File: config.mk
export PLATFORM = sky130hd
export DESIGN_NAME = ram_rr_arbiter
export DESIGN_NICKNAME = d
export VERILOG_FILES = /design/src/rtl/ram_arb_pkg.sv /design/src/rtl/rr_arbiter.sv /design/src/rtl/ram_rr_arbiter.sv
export SDC_FILE = /design/constraint.sdc
export NUM_CORES = 1
export LEC_CHECK = 0
export CAP_MARGIN = 10
export CORE_AREA = 4 4 449 451
export DETAILED_ROUTE_END_ITERATION = 10
export DIE_AREA = 0 0 453 455
export PLACE_DENSITY_LB_ADDON = 0.15
export SYNTH_ARGS = -nofsm -noshare
export SYNTH_HDL_FRONTEND = slang
export SYNTH_SLANG_ARGS = --single-unit
File: constraint.sdc
create_clock -name clk -period 7.8 [get_ports clk]
set_input_delay 1.17 -clock clk [delete_from_list [all_inputs] [get_ports clk]]
set_output_delay 1.17 -clock clk [all_outputs]
set_load 0.1 [all_outputs]
File: src/rtl/ram_arb_pkg.sv
`default_nettype none
// ============================================================================
// Module   : ram_arb_pkg
// Purpose  : Shared types and helpers for the round-robin RAM arbiter.
//            id_width() : channel-id width for a channel count (min 1 bit).
//            arb_req_t  : one channel request (we, addr, wdata, wstrb), sized
//                         for the widest supported configuration. Users fill
//                         the low bits and leave the upper bits zero.
// Revision : 1.0 - initial release
// ============================================================================
package ram_arb_pkg;

  localparam int unsigned REQ_AW_MAX = 64;
  localparam int unsigned REQ_DW_MAX = 1024;

  typedef struct packed {
    logic                    we;
    logic [REQ_AW_MAX-1:0]   addr;
    logic [REQ_DW_MAX-1:0]   wdata;
    logic [REQ_DW_MAX/8-1:0] wstrb;
  } arb_req_t;

  function automatic int id_width(input int n);
    return (n > 1) ? $clog2(n) : 1;
  endfunction

endpackage : ram_arb_pkg
`default_nettype wire

File: src/rtl/rr_arbiter.sv
`default_nettype none
// ============================================================================
// Module   : rr_arbiter
// Purpose  : Round-robin grant over NCH requesters. The search starts at the
//            internal pointer; the first requesting channel wins and the
//            pointer moves to the channel after the winner. With no request
//            the pointer holds.
// Ports    : clk, rst       - clock, asynchronous active-high reset
//            req_i          - per-channel request
//            gnt_o          - one-hot grant (combinational)
//            gnt_id_o       - index of the granted channel
//            gnt_any_o      - a grant is issued this cycle
// Revision : 1.0 - initial release
// ============================================================================
module rr_arbiter
  import ram_arb_pkg::*;
#(
  parameter int  NCH = 4,
  localparam int IDW = id_width(NCH)
) (
  input  logic           clk,
  input  logic           rst,
  input  logic [NCH-1:0] req_i,
  output logic [NCH-1:0] gnt_o,
  output logic [IDW-1:0] gnt_id_o,
  output logic           gnt_any_o
);

  logic [IDW-1:0] ptr_q, ptr_d;

  // Walk the channels in rotation order starting at ptr_q.
  always_comb begin
    int idx;
    idx       = 0;
    gnt_o     = '0;
    gnt_id_o  = '0;
    gnt_any_o = 1'b0;
    for (int k = 0; k < NCH; k++) begin
      idx = int'(ptr_q) + k;
      if (idx >= NCH) idx = idx - NCH;
      if (!gnt_any_o && req_i[idx]) begin
        gnt_any_o     = 1'b1;
        gnt_o[idx]    = 1'b1;
        gnt_id_o      = IDW'(idx);
      end
    end
  end

  always_comb begin
    ptr_d = ptr_q;
    if (gnt_any_o) begin
      ptr_d = (int'(gnt_id_o) == NCH - 1) ? '0 : gnt_id_o + IDW'(1);
    end
  end

  always_ff @(posedge clk or posedge rst) begin
    if (rst) ptr_q <= '0;
    else     ptr_q <= ptr_d;
  end

endmodule : rr_arbiter
`default_nettype wire

File: src/rtl/ram_rr_arbiter.sv
`default_nettype none
// ============================================================================
// Module   : ram_rr_arbiter
// Purpose  : Shares one single-port RAM between NCH channels. One request is
//            accepted per cycle (round-robin, reads and writes alike), issued
//            to the RAM on the following cycle, and read responses are routed
//            back to the requesting channel RD_LAT cycles after the read.
// Ports    : clk, rst                 - clock, asynchronous active-high reset
//            req_valid/req_ready      - per-channel request handshake
//            req_we/addr/wdata/wstrb  - per-channel request payload (flat)
//            rsp_valid, rsp_data      - one-hot response valid, shared data
//            ren/raddr/rdata          - RAM read port
//            wen/waddr/wdata/wstrb    - RAM write port
// Revision : 1.0 - initial release
// ============================================================================
module ram_rr_arbiter
  import ram_arb_pkg::*;
#(
  parameter int  NCH            = 4,
  parameter int  AXI_WIDTH      = 128,
  parameter int  AXI_ADDR_WIDTH = 32,
  parameter int  RD_LAT         = 1,
  localparam int LSB            = $clog2(AXI_WIDTH) - 3,
  localparam int AW             = AXI_ADDR_WIDTH - LSB,
  localparam int SW             = AXI_WIDTH / 8,
  localparam int IDW            = id_width(NCH)
) (
  input  logic                     clk,
  input  logic                     rst,
  input  logic [NCH-1:0]           req_valid,
  output logic [NCH-1:0]           req_ready,
  input  logic [NCH-1:0]           req_we,
  input  logic [NCH*AW-1:0]        req_addr,
  input  logic [NCH*AXI_WIDTH-1:0] req_wdata,
  input  logic [NCH*SW-1:0]        req_wstrb,
  output logic [NCH-1:0]           rsp_valid,
  output logic [AXI_WIDTH-1:0]     rsp_data,
  output logic                     ren,
  output logic [AW-1:0]            raddr,
  input  logic [AXI_WIDTH-1:0]     rdata,
  output logic                     wen,
  output logic [AW-1:0]            waddr,
  output logic [AXI_WIDTH-1:0]     wdata,
  output logic [SW-1:0]            wstrb
);

  logic [NCH-1:0] req_elig;
  logic [NCH-1:0] gnt;
  logic [IDW-1:0] gnt_id;
  logic           gnt_any;

  // No channel may be accepted while reset is held.
  assign req_elig = rst ? '0 : req_valid;

  rr_arbiter #(.NCH(NCH)) u_rr (
    .clk       (clk),
    .rst       (rst),
    .req_i     (req_elig),
    .gnt_o     (gnt),
    .gnt_id_o  (gnt_id),
    .gnt_any_o (gnt_any)
  );

  assign req_ready = gnt;

  // One-hot select of the granted channel's payload.
  arb_req_t sel;
  always_comb begin
    sel = '0;
    for (int i = 0; i < NCH; i++) begin
      if (gnt[i]) begin
        sel.we                   = req_we[i];
        sel.addr[AW-1:0]         = req_addr[i*AW +: AW];
        sel.wdata[AXI_WIDTH-1:0] = req_wdata[i*AXI_WIDTH +: AXI_WIDTH];
        sel.wstrb[SW-1:0]        = req_wstrb[i*SW +: SW];
      end
    end
  end

  // Upper struct bits are always zero for narrower configurations.
  logic unused_sel;
  assign unused_sel = ^sel;

  logic                 ren_q, wen_q;
  logic [AW-1:0]        raddr_q, waddr_q;
  logic [AXI_WIDTH-1:0] wdata_q;
  logic [SW-1:0]        wstrb_q;
  logic [IDW-1:0]       id_q;
  logic [RD_LAT-1:0]    tv_q;
  logic [IDW-1:0]       tag_q [RD_LAT];

  always_ff @(posedge clk or posedge rst) begin
    if (rst) begin
      ren_q   <= 1'b0;
      wen_q   <= 1'b0;
      raddr_q <= '0;
      waddr_q <= '0;
      wdata_q <= '0;
      wstrb_q <= '0;
      id_q    <= '0;
      tv_q    <= '0;
      for (int j = 0; j < RD_LAT; j++) tag_q[j] <= '0;
    end else begin
      ren_q <= gnt_any & ~sel.we;
      wen_q <= gnt_any & sel.we;
      if (gnt_any) begin
        id_q <= gnt_id;
        if (sel.we) begin
          waddr_q <= sel.addr[AW-1:0];
          wdata_q <= sel.wdata[AXI_WIDTH-1:0];
          wstrb_q <= sel.wstrb[SW-1:0];
        end else begin
          raddr_q <= sel.addr[AW-1:0];
        end
      end
      // Tag pipeline: entry enters on the ren cycle, exits as rdata arrives.
      tv_q[0]  <= ren_q;
      tag_q[0] <= id_q;
      for (int j = 1; j < RD_LAT; j++) begin
        tv_q[j]  <= tv_q[j-1];
        tag_q[j] <= tag_q[j-1];
      end
    end
  end

  always_comb begin
    rsp_valid = '0;
    if (tv_q[RD_LAT-1]) rsp_valid[tag_q[RD_LAT-1]] = 1'b1;
  end

  assign rsp_data = rdata;
  assign ren      = ren_q;
  assign wen      = wen_q;
  assign raddr    = raddr_q;
  assign waddr    = waddr_q;
  assign wdata    = wdata_q;
  assign wstrb    = wstrb_q;

endmodule : ram_rr_arbiter
`default_nettype wire
## After elaboration in Yosys (flattened, before gate mapping)

Index checks and enable logic that the tools add are counted.

| storage, ports and cells | value |
|---|---|
| flip-flop bits (word level) | 209 |
| bits of input ports | 826 |
| output and inout port bits | 338 |
| word-level logic and storage cells | 109 |

| cells by class | value |
|---|---|
| add/sub/neg operators | 8 |
| magnitude comparators | 14 |
| equal/unequal tests | 1 |
| multiplexer cells | 57 |
| bitwise logic cells | 6 |
| reduce and logical (&&, ||, !) cells | 13 |

Operators by type and width:

| cell | number |
|---|---|
| $mux 128 | 4 |
| $ge 32x1->1 const B | 4 |
| $lt 32x4->1 const B | 4 |
| $mux 32 | 4 |
| $mux 28 | 4 |
| $ge 32x4->1 const B | 3 |
| $sub 32x4->32 const B | 3 |
| $mux 16 | 4 |
| $mux 4 | 6 |
| $mux 1 | 21 |
| $or 4x4->4 | 3 |
| $demux 1 s2 | 5 |
| $mux 2 | 5 |
| $bmux 1 s2 | 4 |
| $logic_and 1x1->1 | 8 |
| $add 2x2->3 const B | 2 |
| $reduce_and 2->1 | 2 |
| $sub 2x3->4 const B | 1 |
| $add 2x1->3 const B | 1 |
| $ge 2x3->1 const B | 1 |
| $logic_not 1->1 | 3 |
| $lt 2x3->1 const B | 1 |
| $add 2x1->2 const B | 1 |
| $and 1x1->1 | 2 |
| other kinds (3) | 3 |

## Logic depth before layout (Yosys ltp)

| depth | value |
|---|---|
| depth in word-level cells | 21 |
| gate-level depth with buffers | 15 |

## By module

A second synthesis with hierarchy kept.

| unflattened totals | value |
|---|---|
| cells, all modules | 1,681 |
| area, all modules | 13,985.9 sq um |

Modules (own cells, without submodules):

| module | instances | cells an instance | area each (sq um) | sequential area each (sq um) |
|---|---|---|---|---|
| ram_rr_arbiter | 1 | 1,611 | 13,372.8 | 5,180.0 |
| rr_arbiter | 1 | 70 | 613.1 | 50.0 |

## Least setup slack after synthesis

Ideal clock, no wire load.

| path | value |
|---|---|
| kind | input -> register |
| from | input port rst |
| to | register raddr_q[0], in the netlist raddr[0] |
| library setup time | 0.128 ns |
| arrival time | 7.573 ns |
| required time | 7.672 ns |
| slack | 0.099 ns |
| stages on the path | 8 |
| cells stage by stage | clkbuf_1 > inv_1 > nand2_1 > nor3_1 > a31o_2 > buf_4 > buf_6 > mux2_1 |

| between the ends | value |
|---|---|
| word-level cells in the longest chain between the ends | 20 |
| elaborated cells between the ends (all ways) | 40 |
| classes of those cells | mux (29); bitwise (4); reduce/logical (7) |

RTL lines:

| element | line | RTL |
|---|---|---|
| start: declaration | ram_rr_arbiter.sv:29 | `input logic rst,` |
| $mux 4 (*) | ram_rr_arbiter.sv:53 | `assign req_elig = rst ? '0 : req_valid;` |
| $bmux 1 s2 | rr_arbiter.sv:41 | `if (!gnt_any_o && req_i[idx]) begin` |
| $mux 1 (not written as such) (2 in series) | rr_arbiter.sv:41 |  |
| $mux 1 | rr_arbiter.sv:41 |  |
| $logic_not 1->1 | rr_arbiter.sv:41 |  |
| $logic_and 1x1->1 | rr_arbiter.sv:41 |  |
| $mux 1 | rr_arbiter.sv:41 |  |
| $logic_not 1->1 | rr_arbiter.sv:41 |  |
| $logic_and 1x1->1 | rr_arbiter.sv:41 |  |
| $mux 1 | rr_arbiter.sv:41 |  |
| $logic_not 1->1 | rr_arbiter.sv:41 |  |
| $logic_and 1x1->1 | rr_arbiter.sv:41 |  |
| $mux 4 | rr_arbiter.sv:41 |  |
| $mux 1 (4 in series) | ram_rr_arbiter.sv:71 | `if (gnt[i]) begin` |
| $not 1->1 (no source line) | - |  |
| $reduce_and 2->1 (no source line) | - |  |
| end signal: assignment | ram_rr_arbiter.sv:113 | `raddr_q <= sel.addr[AW-1:0];` |
| end: declaration | ram_rr_arbiter.sv:85 | `logic [AW-1:0] raddr_q, waddr_q;` |

Mark *: on every way between the ends. The rest lies on a longest branch, timed or not. The select of a mux whose other input is x is not followed.
A chain may end at the register's enable or synchronous reset.

## Final worst setup path

| path | value |
|---|---|
| from | register u_rr.ptr_q[0] |
| to | output port req_ready[2] |

| between the ends | value |
|---|---|
| word-level cells in the longest chain between the ends | 15 |
| elaborated cells between the ends (all ways) | 63 |
| classes of those cells | add/sub (7); order compare (12); mux (31); bitwise (3); reduce/logical (10) |

RTL lines:

| element | line | RTL |
|---|---|---|
| start: declaration | rr_arbiter.sv:29 | `logic [IDW-1:0] ptr_q, ptr_d;` |
| start signal: assignment | rr_arbiter.sv:58 | `else ptr_q <= ptr_d;` |
| parallel branches: the longest is 14 deep, another holds $sub 32x4->32 | - |  |
| $mux 4 (*) | rr_arbiter.sv:41 |  |
| end: declaration | ram_rr_arbiter.sv:31 | `output logic [NCH-1:0] req_ready,` |

Every way passes the cells marked *. The select of a mux whose other input is x is not followed.

==> results.cfg <==
[sta]
fin_hold_ws_ns = 0.3743
final_hold_viol_count = 0
timing.final.crit_share_pct = 75.19
grt_setup_unrepaired = no
fmax_mhz = 170.5
setup_slack_ns = 1.935
setup_viol = 0
worstMarginPinSlew_ns = 1.165
setup_tns_ns = 0
fin_skew_ns = 0.02646
max_slew_margin_pct = 22.08
drv_slew = 0
post-route-min-period_ns = 5.865

[die]
start_util_pct = 7.958
rows = 163
die_h_um = 455
core_sq_um = 197200
dieArea_sq_um = 206100
io_pins = 1164
die_w_um = 453

[pwr]
ir_drop_uv = 267.3
p_leak_nw = 11.39
report.power.total_mw = 13.89
power_density_nw_per_um2 = 499.9

[yosys]
synth-seq-cells = 209
synth-edff-count = 0
yosys_most_used_dff = dfrtp_1
synthesis.nets = 2680
synth.cell_area_sq_um = 15700
yosysSeqAreaShare_pct = 33.32
syn_inst = 1846
syn_area_per_cell_sq_um = 8.502
synth_cell_types = 51
async_flop_share_pct = 100.0
yosysWarnings = 0

[hold_path]
min_path_type = flip-flop to flip-flop

[clock_network]
clkLatencyLatePin_ns = 0.62
clockBufferDepth = 3
postCtsSetupBuffers = 0
postCtsHoldBufs = 0
numCtsBuffers = 36
cts-resized-gates = 0
cts_sinks = 209
tritoncts = yes
htreeDepth = 2
clk_pin_slew_ns = 0.06
clockRootBuffer = clkbuf_16

[critical_path]
cp_max_fo = 14
crit_family = buffers and inverters
cp.arrival_ns = 4.69
cp.required_ns = 6.63
crit_path_max_incr_delay_ns = 1.26
crit_chain = inv_1 > ha_1 > mux2_2 > a2111o_1 > a21bo_2 > nand4_1 > clkdlybuf4s50_1
critPathBufInv = 2
cpMaxStageDelayCell = clkdlybuf4s50_1
end_kind = output pin
start_kind = flip-flop
worst-setup-path-type = flip-flop to output pin

[finish]
finalInstanceArea_sq_um = 27790
n_fill_cell = 22620
layout-drive-gt1-share_pct = 6.279
multi_input_area_sq_um = 7289
fin_nets = 3355
seq_area_sq_um = 5230
areaGrowthSynthToFinish_pct = 77.09

[detailed_routing]
vias = 17360
first_iter_violations = 900
route.detailed.wl_per_inst_um = 23.98
viasPerCell = 3.340
drt-pass1-iter-count = 6
wl_um = 124600
drcViolationCount = 0
drtAntennaViolNets = 0

[place]
placed_cell_area_sq_um = 26550
hpwlAfterDp_um = 95030
port-buffer-count = 907
gp_congestion = 0.8474
place_ws_ns = 1.490

[flow_run]
cap_violations = 0

[global_route]
grt_pass1_wl_um = 163500
antenna_found_initial = 23
grt_pass1_vias = 18230
grt.overflow.total = 0
grt_max_degree = 99
grt_usage_pct = 11.40

[outcome]
status = completed
## cell usage after synthesis, types with 2 or more instances
master	number	area, sq um
inv_1	353	1325
a31oi_1	345	2158
dfrtp_1	209	5230
nor2_1	181	679.4
mux2_1	178	2004
a221oi_1	172	1506
buf_4	131	983.4
clkbuf_1	101	379.1
buf_2	35	175.2
buf_6	30	337.8
mux2_2	25	281.5
buf_1	10	37.54
ha_1	8	100.1
nand2_1	7	26.28
nor3b_1	5	37.54
and3b_1	4	35.03
mux2i_1	4	40.04
nand3_1	4	20.02
o21ai_0	4	20.02
a21o_1	3	22.52
a2111oi_0	2	17.52
a21bo_2	2	20.02
a31o_2	2	17.52
nand4_1	2	12.51
o211a_1	2	20.02
o211ai_1	2	15.01
## metrics by stage
step                      util (%)  instances
final                        14.09       5197
after CTS                    14.08       5188
after floorplan                  -       1846
after global placement       13.45       5122
after detailed placement     13.46       5123
after global routing         14.09       5193
## power breakdown
group	leakage, nW	internal (mW)	switching (mW)
Sequential	2.67	1.61	0.275
Clock	0.605	1.05	0.685
Combinational	8.12	2.99	7.29
Total	11.4	5.64	8.25
## cells in the final DEF, fill, tap and decap left out, types with 4 or more instances in the layout
cell,netlist,final
bufinv_16,0,4
and3b_1,4,4
mux2i_1,4,4
buf_12,0,8
mux2_2,25,25
mux2_1,178,178
inv_1,353,352
clkbuf_1,101,8
clkinv_2,0,8
dfrtp_1,209,209
diode_2,0,9
nor3b_1,5,5
a221oi_1,172,171
clkdlybuf4s50_1,0,882
ha_1,8,8
nor2_1,181,180
o21ai_0,4,4
clkbuf_8,0,6
buf_4,131,54
a31oi_1,345,344
nand2_1,7,7
clkbuf_16,0,36
## kinds of logic (layout without fill, tap and decap cells)
family | Yosys count | after routing | share of synthesized area, %
AO/OA/AOI/OAI | 547 | 547 | 24.89
AND/OR/NAND/NOR | 214 | 214 | 5.676
flip-flops | 209 | 209 | 33.32
buffers and inverters | 661 | 1363 | 20.66
other | 0 | 9 | 0
multiplexers | 207 | 207 | 14.82
adder cells (fa/ha/maj) | 8 | 8 | 0.6378
## routing by layer
layer / share of wire [%] / GRT usage, % / vias up
met3: 8.1 / 4.082 / 169
met1: 33 / 10.91 / 8620
met2: 55 / 22.13 / 737
met4: 3.5 / 4.159 / 14
met5: 0.14 / 0.2987 / -
li1: - / - / 7817
## path summary, 6_finish.rpt
kind	cells after the start	to	slack [ns]	startpoint
worst max register to register	10	wdata[5]$_DFFE_PP0P_	2.22	u_rr.ptr_q[0]$_DFFE_PP0P_
worst max-delay path	7	req_ready[2]	1.94	u_rr.ptr_q[0]$_DFFE_PP0P_
max in group asynchronous	4	waddr[2]$_DFFE_PP0P_	4.52	rst
worst min register to register	0	tag_q[1]$_DFF_PP0_	0.37	id_q[1]$_DFFE_PP0P_
min in group asynchronous	2	wstrb[6]$_DFFE_PP0P_	1.19	rst
worst min-delay path	0	tag_q[1]$_DFF_PP0_	0.37	id_q[1]$_DFFE_PP0P_
## registers in the layout, summed over array words and instances (netlist names)
signal	cells
wstrb	16
u_rr.ptr_q	2
waddr	28
tv_q	1
wen	1
wdata	128
tag_q	2
raddr	28
ren	1
id_q	2
## worst reg2reg max path: cells and delay by family, from the launching register on
kind,cells,cell delay [ns]
AO/OA/AOI/OAI,3,1.56
adder cells (fa/ha/maj),1,0.58
buffers and inverters,2,1.08
flip-flops,1,0.68
multiplexers,2,0.90
AND/OR/NAND/NOR,2,0.66
## final cells by class
cell class,count,area share (%)
multi-input cells,976,26.23
repair buffers,944,33.80
clock inverters,15,0.7383
diodes,9,0.08103
well taps,2640,11.88
clock buffers,50,3.646
flip-flops and latches,209,18.82
inverters,354,4.808
Power figures use the tool's default switching activity.
